===== config.mk =====
export PLATFORM = sky130hd
export DESIGN_NAME = writeback_scoreboard
export DESIGN_NICKNAME = d
export VERILOG_FILES = /design/src/rtl/writeback_scoreboard.sv
export SDC_FILE = /design/constraint.sdc
export NUM_CORES = 1
export LEC_CHECK = 0
export CORE_ASPECT_RATIO = 0.7
export CORE_MARGIN = 4
export CORE_UTILIZATION = 45
export CTS_CLUSTER_SIZE = 20
export DETAILED_ROUTE_END_ITERATION = 7
export GPL_TIMING_DRIVEN = 1
export PLACE_DENSITY = 0.73
export SLEW_MARGIN = 10
export SYNTH_ARGS = -nofsm -noshare
export SYNTH_HDL_FRONTEND = slang
export SYNTH_SLANG_ARGS = --single-unit

===== constraint.sdc =====
create_clock -name clk -period 2.05 [get_ports clk]
set_clock_uncertainty 0.05 [all_clocks]
set_input_delay 0.41 -clock clk [delete_from_list [all_inputs] [get_ports clk]]
set_output_delay 0.41 -clock clk [all_outputs]
set_load 0.01 [all_outputs]

===== src/rtl/writeback_scoreboard.sv =====
// Writeback arbiter with scoreboard.
// Single-cycle ALU results and long-latency results share one register-file
// write port. Long results wait in a 2-entry FIFO. A starvation counter makes
// sure a waiting long result still gets written while the ALU stream is busy.
// The busy vector tracks issued long ops and drives the decode stall.
module writeback_scoreboard (
  input  logic        clk,
  input  logic        rst,
  input  logic        alu_valid,
  input  logic [4:0]  alu_rd,
  input  logic [31:0] alu_data,
  output logic        alu_ready,
  input  logic        lng_valid,
  input  logic [4:0]  lng_rd,
  input  logic [31:0] lng_data,
  output logic        lng_ready,
  input  logic        iss_valid,
  input  logic [4:0]  iss_rd,
  input  logic [4:0]  rs1,
  input  logic [4:0]  rs2,
  output logic        stall,
  output logic        write_en,
  output logic [4:0]  a3,
  output logic [31:0] din,
  output logic [31:0] busy
);

  typedef struct packed {
    logic [4:0]  rd;
    logic [31:0] data;
  } wb_ent_t;

  localparam logic [2:0] STARV_MAX = 3'd4;

  wb_ent_t     fifo_mem [2];
  logic        wr_ptr, rd_ptr;
  logic [1:0]  cnt;
  logic [2:0]  starv;
  logic        wb_lng;       // the write on a3/din came from the FIFO

  logic        fifo_ne, push, pop, alu_win;
  logic        sel_valid;
  wb_ent_t     sel;
  logic [31:0] set_vec, clr_vec;

  assign fifo_ne   = (cnt != 2'd0);
  assign lng_ready = (cnt < 2'd2);
  // Hold the ALU off for one cycle once the FIFO head has waited long enough
  assign alu_ready = !((starv == STARV_MAX) && fifo_ne);
  assign alu_win   = alu_valid && alu_ready;
  // Only entries present at the start of the cycle can pop
  assign pop       = !alu_win && fifo_ne;
  assign push      = lng_valid && lng_ready;

  // Source select: ALU first, otherwise FIFO head
  always_comb begin
    sel_valid = 1'b0;
    sel       = '0;
    if (alu_win) begin
      sel_valid = 1'b1;
      sel.rd    = alu_rd;
      sel.data  = alu_data;
    end else if (pop) begin
      sel_valid = 1'b1;
      sel       = fifo_mem[rd_ptr];
    end
  end

  // Long-result FIFO storage, pointers and occupancy
  always_ff @(posedge clk or negedge rst) begin
    if (!rst) begin
      for (int i = 0; i < 2; i++) fifo_mem[i] <= '0;
      wr_ptr <= 1'b0;
      rd_ptr <= 1'b0;
      cnt    <= 2'd0;
    end else begin
      if (push) begin
        fifo_mem[wr_ptr] <= '{rd: lng_rd, data: lng_data};
        wr_ptr           <= ~wr_ptr;
      end
      if (pop) rd_ptr <= ~rd_ptr;
      if (push && !pop)      cnt <= cnt + 2'd1;
      else if (!push && pop) cnt <= cnt - 2'd1;
    end
  end

  // Starvation counter: counts ALU wins over a waiting FIFO head
  always_ff @(posedge clk or negedge rst) begin
    if (!rst) begin
      starv <= 3'd0;
    end else if (!fifo_ne || pop) begin
      starv <= 3'd0;
    end else if (alu_win && starv != STARV_MAX) begin
      starv <= starv + 3'd1;
    end
  end

  // Registered write port; x0 results are consumed but never written
  always_ff @(posedge clk or negedge rst) begin
    if (!rst) begin
      write_en <= 1'b0;
      wb_lng   <= 1'b0;
      a3       <= '0;
      din      <= '0;
    end else begin
      write_en <= sel_valid && (sel.rd != 5'd0);
      wb_lng   <= pop && (sel.rd != 5'd0);
      if (sel_valid) begin
        a3  <= sel.rd;
        din <= sel.data;
      end
    end
  end

  assign set_vec = (iss_valid && iss_rd != 5'd0) ? (32'd1 << iss_rd) : 32'd0;
  assign clr_vec = (write_en && wb_lng) ? (32'd1 << a3) : 32'd0;

  // Scoreboard: set on issue, clear when a long result is captured; set wins
  always_ff @(posedge clk or negedge rst) begin
    if (!rst) busy <= '0;
    else      busy <= ((busy & ~clr_vec) | set_vec) & 32'hFFFF_FFFE;
  end

  assign stall = ((rs1 != 5'd0) && busy[rs1]) ||
                 ((rs2 != 5'd0) && busy[rs2]) ||
                 (iss_valid && (iss_rd != 5'd0) && busy[iss_rd]);

endmodule


==> out/metrics.cfg <==
[floorplan]
chipWidth_um = 159
start_util = 0.463
ios = 167
core-area_mm2 = 0.0156
die_y_um = 114
num_rows = 38
dieArea_mm2 = 0.0182

[drt]
drt_pass1_iterations = 6
drt_iter0_drc = 424
post_drt_wl_per_cell_um = 20.8
via_per_inst = 5.76
drt-total-wl_um = 21100
wl_met1_um = 9570
vias = 5859
drc = 0
wl_met2_um = 9260
top_layer = met5
ant_nets = 0
wl_met3_um = 2020

[logic_synthesis]
syn_inst = 573
ys_types = 52
async_flop_share = 1.00
yosysWarnings = 0
synth_seq_cells = 151
syn_area_mm2 = 0.00722
synth.avg_cell_area_um2 = 12.6
yosysSeqAreaShare = 0.523
synth-edff-count = 0
ys.flop_type = dfrtp_1
syn_nets = 670

[sta]
period_minus_slack_ps = 2630
period_share = 1.28
hold_ws_ps = 418
hold_violations = 0
setup-violations-final = 1
setup_ws_ps = -584
final-max-slew-violation-count = 0
fmax_ghz = 0.380
grt_setup_unrepaired = true

[grt]
grt_pass1_wl_um = 34300
grt_overflow = 0
grt_max_degree = 53
track_usage = 0.239
grt_pass1_vias = 6285
grt_antenna_before_repair = 1

[cts]
clk_pin_slew_ps = 60
cts_num_sinks = 151
cts_max_level = 4
clock_latency_ps = 410
cts_buffers = 17
root_buffer = clkbuf_16
cts_tree = done
cts_buffer_depth = 2

[min_path]
whs_path_depth = 1
min_to = starv[0]
min-delay-start = starv[0]
min_path_type = register to register

[critical_path]
start_kind = register
critPathCaptureType = primary output
arrival_ps = 2170
crit_required_ps = 1590
critical_path_class = register to primary output
worstPathCellList = mux4_2 -> mux2_4 -> a311oi_2 -> o221ai_2 -> buf_2
regToRegSetupSlack_ps = 80
slowest_delay_ps = 490
worst_r2r_startpoint = starv[0]
ff2ff_path_depth = 7
cpMaxStageDelayCell = mux4_2
r2r_end = wb_lng
crit_fanout = 4

[power]
clkPwrFrac = 0.223
power_leakage_nw = 4.32
pwr-share-seq = 0.372
ir_drop_mv = 0.695
switching_power_mw = 5.12
p_sw_frac = 0.335
combPwrFrac = 0.405
p_per_area_mw_per_mm2 = 1470
power.internal_mw = 10.2

[finish]
drive_above_1_share = 0.302
synthToLayoutAreaGrowth_pct = 44.6
n_antenna_cell = 0
num-fill-cells = 1123
nets = 901

[placement]
dp_hpwl_um = 15700
post-place-ws_ps = -1110
gp_congestion = 0.914
port_buffers = 165

[status]
violations = negative setup slack
status = finished, violations left

[job]
cap_violations = 0

worst max-delay path, delay by kind of cell (launching register included):
family	cells	cell delay, ps
muxes	2	770
DFF	1	440
AOI/OAI and AO/OA	2	400
buffers and inverters	1	150
cell type report:
class	instances	area, um^2	area share
sequential	151	3800	0.364
multi-input combinational	376	3270	0.313
tap	200	250	0.0240
timing repair buffer	253	2450	0.235
inverter	5	18.8	0.00180
clock inverter	13	211	0.0202
clock buffer	19	443	0.0424
power by group through the flow:
stage | Clock, mW | Sequential (mW) | Combinational [mW]
after global routing | 3.61 | 5.86 | 6.72
after CTS | 3.47 | 5.64 | 6.24
final | 3.42 | 5.69 | 6.21
after global placement | 0 | 5.58 | 6.01
after detailed placement | 0 | 5.65 | 6.18
after floorplan | 0 | 5.45 | 3.03
Yosys cell counts (all sizes together), types with 2 or more instances:
| master | count | area, um^2 |
|---|---|---|
| a21oi | 5 | 25.0 |
| a221o | 2 | 20.0 |
| a22oi | 31 | 233 |
| buf | 25 | 136 |
| clkbuf | 16 | 70.1 |
| dfrtp | 151 | 3780 |
| ha | 3 | 37.5 |
| inv | 5 | 18.8 |
| mux2 | 78 | 878 |
| mux2i | 48 | 480 |
| mux4 | 20 | 469 |
| nand2 | 21 | 78.8 |
| nand2b | 2 | 12.5 |
| nand3 | 7 | 35.0 |
| nand3b | 6 | 45.0 |
| nand4 | 4 | 25.0 |
| nor2 | 8 | 30.0 |
| nor2b | 6 | 37.5 |
| nor3 | 8 | 45.0 |
| nor3b | 2 | 15.0 |
| o21ai | 88 | 440 |
| o221ai | 2 | 17.5 |
| o31ai | 5 | 37.5 |
| or3 | 2 | 12.5 |
| or3b | 3 | 26.3 |
| xnor2 | 4 | 35.0 |
| xor2 | 2 | 17.5 |
cells by family (layout without fill, tap and decap cells):
kind of cell	Yosys count	count (layout)	synth area share
compound gates	143	143	0.121
xor+xnor	6	6	0.00728
fa+ha+maj	3	3	0.00520
buf+inv	46	290	0.0312
flops	151	151	0.523
mux	146	146	0.253
other cells	1	1	0.000519
simple gates	77	77	0.0589
how the worst max path moves through the flow:
stage	to	start
after floorplan	stall	rs1[0]
after global placement	stall	iss_rd[0]
after detailed placement	stall	iss_rd[0]
after CTS	stall	busy[23]
after global routing	stall	busy[23]
final	stall	busy[23]
layer usage:
metal | up-vias | track usage
li1 | 2611 | -
met1 | 2917 | 0.342
met4 | 2 | 0.0555
met5 | - | 0
met3 | 30 | 0.0805
met2 | 299 | 0.357
sequential cells by signal, indices dropped and copies added, names as in the netlist:
name and cells:
fifo_mem 74, din 32, busy 31, a3 5
starv 3, cnt 2, rd_ptr 1, wb_lng 1
wr_ptr 1, write_en 1
stage by stage:
stage	power [mW]	std cells	instance area, um^2	TNS [ps]	util
floorplan	8.48	573	7250	-24.9	-
global placement	11.6	978	9700	-1080	0.622
detailed placement	11.8	978	9700	-1130	0.622
CTS	15.4	1017	10400	-590	0.668
global route	16.2	1017	10400	-684	0.670
finish	15.3	1017	10400	-584	0.670
timing repair:
| item | 4_1_cts | 5_1_grt |
|---|---|---|
| endpoints found under the hold margin | 47 | 0 |
| hold buffers | 1 | 0 |
| pin swaps | 8 | 2 |
| buffers inserted | 6 | 0 |
| endpoints found under the setup margin | 5 | 18 |
| resized for setup | 22 | 16 |
cells in the final DEF, fill, tap and decap left out, types with 8 or more instances in the layout:
cell type / instances
mux2i_1: 48
nor2_1: 8
a22oi_1: 31
buf_12: 11
mux2_2: 76
clkdlybuf4s50_1: 156
dfrtp_1: 136
buf_4: 72
nand2_1: 20
o21ai_0: 86
mux4_2: 18
dfrtp_2: 15
clkbuf_16: 17
Power figures use the tool's default switching activity.
